[src/rtl/pipe_pkg.sv]
// Shared definitions for the memory-stage skid buffer: state encoding and default widths.
package pipe_pkg;

    typedef enum logic [1:0] {
        EMPTY = 2'd0,
        ONE   = 2'd1,
        FULL  = 2'd2
    } skidState_t;

    localparam int DEF_DATA_W = 32;
    localparam int DEF_CTRL_W = 6;
    localparam int DEF_REG_W  = 5;
    localparam int DEF_FWD_N  = 2;

endpackage

[src/rtl/pipe_fwd_mux.sv]
// Store-data forwarding select: the lowest-index requesting source wins,
// falling back to the un-forwarded register value when nobody requests.
module pipe_fwd_mux #(
    parameter int DATA_W = 32,
    parameter int FWD_N  = 2
) (
    input  logic [DATA_W-1:0]       baseData,
    input  logic [FWD_N-1:0]        fwdSel,
    input  logic [FWD_N*DATA_W-1:0] fwdData,
    output logic [DATA_W-1:0]       selData
);

    // Walk from the highest source down so the lowest asserted index overrides last.
    always_comb begin
        selData = baseData;
        for (int k = FWD_N - 1; k >= 0; k--) begin
            if (fwdSel[k]) begin
                selData = fwdData[k*DATA_W +: DATA_W];
            end
        end
    end

endmodule

[src/rtl/pipe_skid_stage.sv]
// Two-entry skid buffer between execute and memory: in_ready is registered state only,
// so upstream never sees a combinational path from the downstream stall.
module pipe_skid_stage
    import pipe_pkg::*;
#(
    parameter int DATA_W = DEF_DATA_W,
    parameter int CTRL_W = DEF_CTRL_W,
    parameter int REG_W  = DEF_REG_W,
    parameter int FWD_N  = DEF_FWD_N
) (
    input  logic                    CLOCK,
    input  logic                    RESET,
    input  logic                    FLUSH,
    input  logic                    in_valid,
    output logic                    in_ready,
    input  logic [DATA_W-1:0]       in_alu_result,
    input  logic [DATA_W-1:0]       in_mem_wdata,
    input  logic [CTRL_W-1:0]       in_mem_ctrl,
    input  logic                    in_mem_read,
    input  logic                    in_mem_write,
    input  logic [REG_W-1:0]        in_wreg,
    input  logic                    in_wen,
    input  logic [FWD_N-1:0]        fwd_sel,
    input  logic [FWD_N*DATA_W-1:0] fwd_data,
    output logic                    out_valid,
    input  logic                    out_ready,
    output logic [DATA_W-1:0]       out_alu_result,
    output logic [DATA_W-1:0]       out_mem_wdata,
    output logic [CTRL_W-1:0]       out_mem_ctrl,
    output logic                    out_mem_read,
    output logic                    out_mem_write,
    output logic [REG_W-1:0]        out_wreg,
    output logic                    out_wen,
    output logic [1:0]              occupancy
);

    localparam int ENTRY_W = 2*DATA_W + CTRL_W + REG_W + 3;

    skidState_t         state, stateNext;
    logic [ENTRY_W-1:0] headEntry, headNext;
    logic [ENTRY_W-1:0] skidEntry, skidNext;
    logic [ENTRY_W-1:0] inEntry;
    logic [DATA_W-1:0]  fwdWdata;
    logic               push, pop;
    logic               headRead, headWrite, headWen;

    pipe_fwd_mux #(
        .DATA_W(DATA_W),
        .FWD_N (FWD_N)
    ) fwdMux (
        .baseData(in_mem_wdata),
        .fwdSel  (fwd_sel),
        .fwdData (fwd_data),
        .selData (fwdWdata)
    );

    assign inEntry = {in_alu_result, fwdWdata, in_mem_ctrl, in_mem_read,
                      in_mem_write, in_wreg, in_wen};

    assign in_ready  = (state != FULL);
    assign out_valid = (state != EMPTY);
    assign push      = in_valid & in_ready;
    assign pop       = out_valid & out_ready;
    assign occupancy = 2'(state);

    always_ff @(posedge CLOCK or posedge RESET) begin
        if (RESET) begin
            state     <= EMPTY;
            headEntry <= '0;
            skidEntry <= '0;
        end else begin
            state     <= stateNext;
            headEntry <= headNext;
            skidEntry <= skidNext;
        end
    end

    // FLUSH beats everything, including an input transfer on the same edge.
    always_comb begin
        stateNext = state;
        headNext  = headEntry;
        skidNext  = skidEntry;
        if (FLUSH) begin
            stateNext = EMPTY;
            headNext  = '0;
            skidNext  = '0;
        end else begin
            unique case (state)
                EMPTY: begin
                    if (push) begin
                        headNext  = inEntry;
                        stateNext = ONE;
                    end
                end
                ONE: begin
                    if (push && pop) begin
                        headNext = inEntry;
                    end else if (push) begin
                        skidNext  = inEntry;
                        stateNext = FULL;
                    end else if (pop) begin
                        stateNext = EMPTY;
                    end
                end
                FULL: begin
                    if (pop) begin
                        headNext  = skidEntry;
                        stateNext = ONE;
                    end
                end
                default: begin
                    stateNext = EMPTY;
                end
            endcase
        end
    end

    assign {out_alu_result, out_mem_wdata, out_mem_ctrl, headRead, headWrite,
            out_wreg, headWen} = headEntry;

    // Command bits become a bubble whenever there is no head entry.
    assign out_mem_read  = headRead  & out_valid;
    assign out_mem_write = headWrite & out_valid;
    assign out_wen       = headWen   & out_valid;

endmodule
[config.mk]
export PLATFORM = sky130hd
export DESIGN_NAME = pipe_skid_stage
export DESIGN_NICKNAME = d
export VERILOG_FILES = /design/src/rtl/pipe_pkg.sv /design/src/rtl/pipe_fwd_mux.sv /design/src/rtl/pipe_skid_stage.sv
export SDC_FILE = /design/constraint.sdc
export NUM_CORES = 1
export LEC_CHECK = 0
export BUFFER_PORTS_ARGS = -buffer_cell sky130_fd_sc_hd__buf_2
export CAP_MARGIN = 20
export CORE_ASPECT_RATIO = 0.9
export CORE_MARGIN = 2
export CORE_UTILIZATION = 55
export DETAILED_ROUTE_END_ITERATION = 6
export GPL_TIMING_DRIVEN = 0
export PLACE_DENSITY = 0.83
export SLEW_MARGIN = 20
export SYNTH_ARGS = -nofsm -noshare
export SYNTH_HDL_FRONTEND = slang
export SYNTH_HIERARCHICAL = 1
export SYNTH_SLANG_ARGS = --single-unit
[constraint.sdc]
create_clock -name CLOCK -period 8.7 [get_ports CLOCK]
set_clock_uncertainty 0.05 [all_clocks]
set_input_delay 1.74 -clock CLOCK [delete_from_list [all_inputs] [get_ports CLOCK]]
set_output_delay 1.74 -clock CLOCK [all_outputs]
set_load 0.01 [all_outputs]
==> results of run 1 <==
-- layout make-up --
class / count / area (um^2)
plain buffers: 176 / 1070
clock buffers: 21 / 460
diodes: 2 / 5.00
flip-flops and latches: 158 / 3950
fillers: 1268 / 5100
multi-input cells: 581 / 3860
repair buffers: 226 / 1150
clock inverters: 10 / 91.3
inverters: 3 / 18.8
well taps: 207 / 259
-- worst max-delay path, cell delays in order (launching register included) --
cell and delay, ps:
dfrtp_1 370, buf_4 160, nand2b_1 70, clkbuf_1 390
buf_2 390, buf_2 190
-- flip-flops by register name, summed over array words and instances (netlist names) --
| signal | count |
|---|---|
| headEntry | 78 |
| occupancy | 2 |
| skidEntry | 78 |
-- per-stage QoR --
stage                     instance area (um^2)  worst slack (ps)  utilization  std cells  power, uW
after global placement                   10300               844        0.644       1350       1160
after CTS                                10900              4910        0.680       1382       1860
after floorplan                           8890              2650            -        918       1040
after global routing                     10900              4830        0.681       1384       1930
after detailed placement                 10300              5160        0.646       1351       1170
final                                    10900              4910        0.681       1384       1860
-- power by group through the flow --
stage	registers (uW)	logic (uW)	clock network (uW)
6_report	806	353	702
5_1_grt	810	384	739
4_1_cts	805	353	707
3_5_place_dp	817	351	0
3_3_place_gp	816	342	0
2_1_floorplan	809	229	0
-- routing by layer --
layer  up-vias  track usage  part of all wire
li1       3736            -                 -
met1      3850        0.371              0.43
met2       296        0.458              0.49
met3        53       0.0611             0.063
met4         0       0.0948             0.024
met5         -            0                 0
-- cell families (layout without fill, tap and decap cells) --
kind of cell	count (synthesis)	count (layout)
DFF	158	158
other	0	2
muxes	111	111
buffers and inverters	179	436
and+or+nand+nor	200	200
AOI/OAI and AO/OA	270	270
-- worst min-delay path by stage --
stage / cells past startpoint / to / startpoint / slack (ps)
2_1_floorplan: 2 / skidEntry[0] / skidEntry[0] / 450
3_3_place_gp: 2 / skidEntry[33] / skidEntry[33] / 460
3_5_place_dp: 2 / skidEntry[54] / skidEntry[54] / 460
4_1_cts: 2 / skidEntry[54] / skidEntry[54] / 470
5_1_grt: 2 / skidEntry[46] / skidEntry[46] / 480
6_report: 2 / skidEntry[27] / skidEntry[27] / 470
-- cells in the final DEF (no fill, tap or decap), types with 2 or more instances in the layout --
master / count
buf_2: 254
nand2_1: 189
dfrtp_1: 158
mux2i_1: 110
a21oi_1: 79
o2111ai_1: 78
buf_4: 77
clkbuf_1: 64
o31ai_1: 58
o21ai_1: 28
o31ai_2: 20
clkbuf_16: 17
clkinvlp_4: 5
buf_6: 4
nor2b_1: 3
clkinv_2: 3
buf_12: 3
diode_2: 2
nand3b_1: 2
nor2_1: 2
clkbuf_8: 2
o21ai_2: 2
o21ai_0: 2
==> flow_summary.ini, run 1 <==
[sta]
max_clock_freq_ghz = 0.264
final_min_period_over_clock_period = 0.436
rsz0062_at_grt = false
report.final.setup_viol = 0
slew-limit-headroom = 0.475
hold_viol_final = 0
fin_crit_ps = 3790
hold_ws_ps = 471
tightest_slew_ps = 787
post_route_setup_tns_ps = 0
drv_slew = 0

[grt]
grt_overflow = 0
grt_pass1_wl_mm = 38.8
grtUsageTotal = 0.280
via_count_of_the_first_global_routing_pass = 7728
grt_antenna_before_repair = 2
pin_count_of_the_biggest_net_entering_global_routing = 81

[synth]
synth_enable_flop_cells = 0
largest_family_of_logic_cells_by_synthesized_area = compound AO/OA/AOI/OAI gates
synth_compound_area_frac = 0.220
yosysWarningCount = 6
netlist-cell-type-count = 29
avgSynthCellArea_um2 = 9.68
synthDominantCellAreaShare = 0.445
synth_xor_xnor_area_share = 0
synthDominantAreaCellType = dfrtp_1
synth.net_count = 1067
synth_area_in_adders = 0
synthMuxAreaShare = 0.125
synth.top_cells.by_area = dfrtp_1 44%, mux2i_1 12%, nand2_1 8.0%, o2111ai_1 7.7%, buf_4 6.5%
yosys_register_bits = 158
syn_area_um2 = 8890
synthesis.instances = 918
most_common_cell_in_the_synthesized_netlist = nand2_1
ys_seq_area_frac = 0.445
ys_top_cells_by_count = 189 x nand2_1, 158 x dfrtp_1, 110 x mux2i_1
postSynth.topFlopCell = dfrtp_1
yosys.area_share.simple = 0.0885
postSynth.asyncResetShare = 1.00

[clock_network]
postCtsHoldBufs = 0
clk-insertion-delay-late_ps = 430
clock_tree.buffer_depth = 2
clockRootBuffer = clkbuf_16
cts_setup_buffers = 0
ctsHtreeMaxLevel = 4
tritoncts_buffers = 17
ctsResizeCount = 0
worst_setup_hold_path_clk_slew_ps = 60
clock_sink_total = 158
cts_tree = built

[floorplanning]
chipWidth_um = 138
floorplan.core_area_um2 = 16000
design.die.area_um2 = 17200
die_h_um = 125
floorplan.initialDensity = 0.557
number_of_top_level_pins = 231
num_rows = 44

[power_and_ir_drop]
seq_power_share = 0.433
total_switching_power_uw = 521
netSwitchingFraction = 0.280
total_leakage_power_uw = 0.00558
power_density_nw_per_um2 = 171
power_frac_clock = 0.378
gate_power_share = 0.189
irDropWorstVdd_v = 0.000133
internal-power_uw = 1340

[placement]
dp.final_hpwl_mm = 16.9
routabilityCongestion = 0.805
port_buffers = 225

[min_path]
worst_hold_path_type = reg -> reg

[setup_path]
reg2reg_depth = 6
worstReg2RegEnd = headEntry[65]
critical_path.endpoint_type = output pin
launch_instance_of_the_worst_register_to_register_path = occupancy[1]
worstSetupStartpoint = occupancy[1]
cp_data_required_time_ps = 6910
critical_path_peak_fanout = 10
crit_path_start_kind = flop
cp_data_arrival_time_ps = 2000
worst_setup_path_endpoint = in_ready
regToRegSetupSlack_ps = 6500
critical_path_class = reg -> out

[routing]
detail_route.vias_per_cell = 5.73
wire_per_inst_um = 17.3
vias = 7935
antenna_violating_nets_post_route = 0
drc = 0
drt_pre_antenna_iters = 5
dr.first_iter.drc_count = 542
postRouteWirelength_mm = 24.0

[outcome]
status = completed

[final_layout]
syn_to_final_growth_pct = 22.2
layout-drive-gt1-share = 0.335
design.final.nets = 1312

[run]
drv.max_cap_violation_count = 0
No activity file was read; power rests on OpenSTA's default activity.
==> inputs of run 2 (changes only) <==
- CORE_UTILIZATION: 55 -> 49
- PLACE_DENSITY: 0.83 -> 0.78
- clock period: 8.7 -> 3.1 ns (I/O delays scaled with it)
==> run 2 against run 1 <==
Effect of this change:
- power rose to 2.8 times the previous value
- highest routed layer unchanged
- non-clock buffer count up 4
- sequential share of layout area down 0.31 points
- count of clock-buffer cells in the layout down 3
- critical path depth down 1
- die area up 12%
- global-route usage down 2.7 points
- flip-flop and latch count unchanged
- clock power rose to 2.8 times the previous value
- worst hold slack worse by 280 ps
- cell area up 0.86%
==> flow_summary.ini, run 2 (synthesis gave the netlist of run 1 again) <==
[power_and_ir_drop]
irDropWorstVdd_v = 0.000387
power_density_nw_per_um2 = 476
total_leakage_power_uw = 0.00560

[setup_path]
critical-path-slowest-cell = clkbuf_1
critical_path.n_buffers_inverters = 2
crit_path_start_kind = flop
critical_path_peak_fanout = 10
path_delay_family = buffers and inverters
worstReg2RegEnd = headEntry[75]
critical_path.endpoint_type = output pin
cp_data_arrival_time_ps = 2030
reg2reg_depth = 7
critical_path_class = reg -> out
critPathMaxStageDelay_ps = 540
regToRegSetupSlack_ps = 920
worstPathCellList = clkbuf_1, nor2_1, nor2b_1, buf_2
launch_instance_of_the_worst_register_to_register_path = occupancy[1]
cp_data_required_time_ps = 2430

[placement]
dp.final_hpwl_mm = 17.6
routabilityCongestion = 0.830
dp_cells = 1388
dp_worst_setup_slack_ps = 650
port_buffers = 225
place_area_um2 = 10400

[final_layout]
syn_to_final_growth_pct = 23.3
layout-drive-gt1-share = 0.339
design.final.nets = 1316
multiInputGateArea_um2 = 3860
final-seq-area_um2 = 3950
layout.cells.most_common = buf_2
final_cell_mix = 254 x buf_2, 189 x nand2_1, 158 x dfrtp_1
fillers = 1551
final_cell_count_no_fill = 1421
layout.core_utilization = 0.618
finalInstanceArea_um2 = 11000

[sta]
report.final.setup_viol = 0
slew-limit-headroom = 0.455
rsz0062_at_grt = false
fin_crit_ps = 2700
fin_ws_ps = 402
drv_slew = 0
max_clock_freq_ghz = 0.371
tightest_slew_ps = 817
final_min_period_over_clock_period = 0.870
hold_viol_final = 0

[floorplanning]
num_rows = 46
number_of_top_level_pins = 231
design.die.area_um2 = 19200
floorplan.initialDensity = 0.501
floorplan.core_area_um2 = 17700
chipWidth_um = 146
die_h_um = 132

[clock_network]
worst_setup_hold_path_clk_slew_ps = 70
cts_tree = built
clockRootBuffer = clkbuf_16
postCtsHoldBufs = 0
clock_tree.buffer_depth = 2
clk-insertion-delay-late_ps = 440
ctsResizeCount = 0
clock_sink_total = 158
ctsHtreeMaxLevel = 4
tritoncts_buffers = 17
cts_setup_buffers = 0

[outcome]
status = completed

[run]
drv.max_cap_violation_count = 0

[grt]
fraction_of_met2_tracks_used_by_global_routing = 0.415
grt_pass1_wl_mm = 39.3
pin_count_of_the_biggest_net_entering_global_routing = 31
groute.layer.met3.usage = 0.0529
grtUsageTotal = 0.252
gr-max-usage-layer = met2
grt_antenna_before_repair = 1
grt_overflow = 0
groute.layer.met1.usage = 0.346
via_count_of_the_first_global_routing_pass = 7678

[routing]
drc = 0
antenna_violating_nets_post_route = 0
drt_pre_antenna_iters = 6
wire_per_inst_um = 17.3
dr.first_iter.drc_count = 552
vias = 7846
postRouteWirelength_mm = 24.6
detail_route.vias_per_cell = 5.52

[min_path]
worst_hold_path_type = in -> async
-- run 2: worst reg2reg max path, stage by stage (launching register included) --
cell	delay (ps)
dfrtp_1	370
buf_4	170
mux2i_2	610
o211a_1	210
buf_2	180
buf_6	180
buf_6	190
o31ai_2	80
-- run 2: layer usage --
layer	vias up	part of all wire
met1	3764	0.43
li1	3747	-
met5	-	0
met3	26	0.073
met4	0	0.011
met2	309	0.48
-- run 2: worst max path at each step --
stage | start | end | slack (ps) | cells after the start
6_report | occupancy[0] | out_mem_read | 400 | 4
5_1_grt | occupancy[0] | out_mem_read | 270 | 4
4_1_cts | occupancy[1] | in_ready | 390 | 5
3_5_place_dp | FLUSH | headEntry[5] | 650 | 4
3_3_place_gp | RESET | skidEntry[22] | -600 | 2
2_1_floorplan | RESET | headEntry[0] | 430 | 1
-- run 2: final cells by class --
| cell class | count | area share |
|---|---|---|
| timing repair buffer | 230 | 0.112 |
| buffer | 176 | 0.0973 |
| clock inverter | 14 | 0.00993 |
| tap | 240 | 0.0274 |
| sequential | 158 | 0.361 |
| multi-input combinational | 581 | 0.352 |
| antenna | 1 | 0.000228 |
| clock buffer | 18 | 0.0392 |
| inverter | 3 | 0.00137 |
-- run 2: power by group --
| part | total, uW | internal (uW) | switching [uW] | leakage (uW) |
|---|---|---|---|---|
| combinational | 1010 | 446 | 560 | 0.00322 |
| clock | 1960 | 1030 | 924 | 0.000250 |
| sequential | 2260 | 2180 | 75.2 | 0.00212 |
-- run 2: through the flow --
stage	hold slack, ps	setup TNS [ps]	power, uW
6_report	193	0	5220
3_5_place_dp	465	0	3300
3_3_place_gp	459	-93060	3260
4_1_cts	205	0	5230
5_1_grt	233	0	5420
2_1_floorplan	451	0	2910
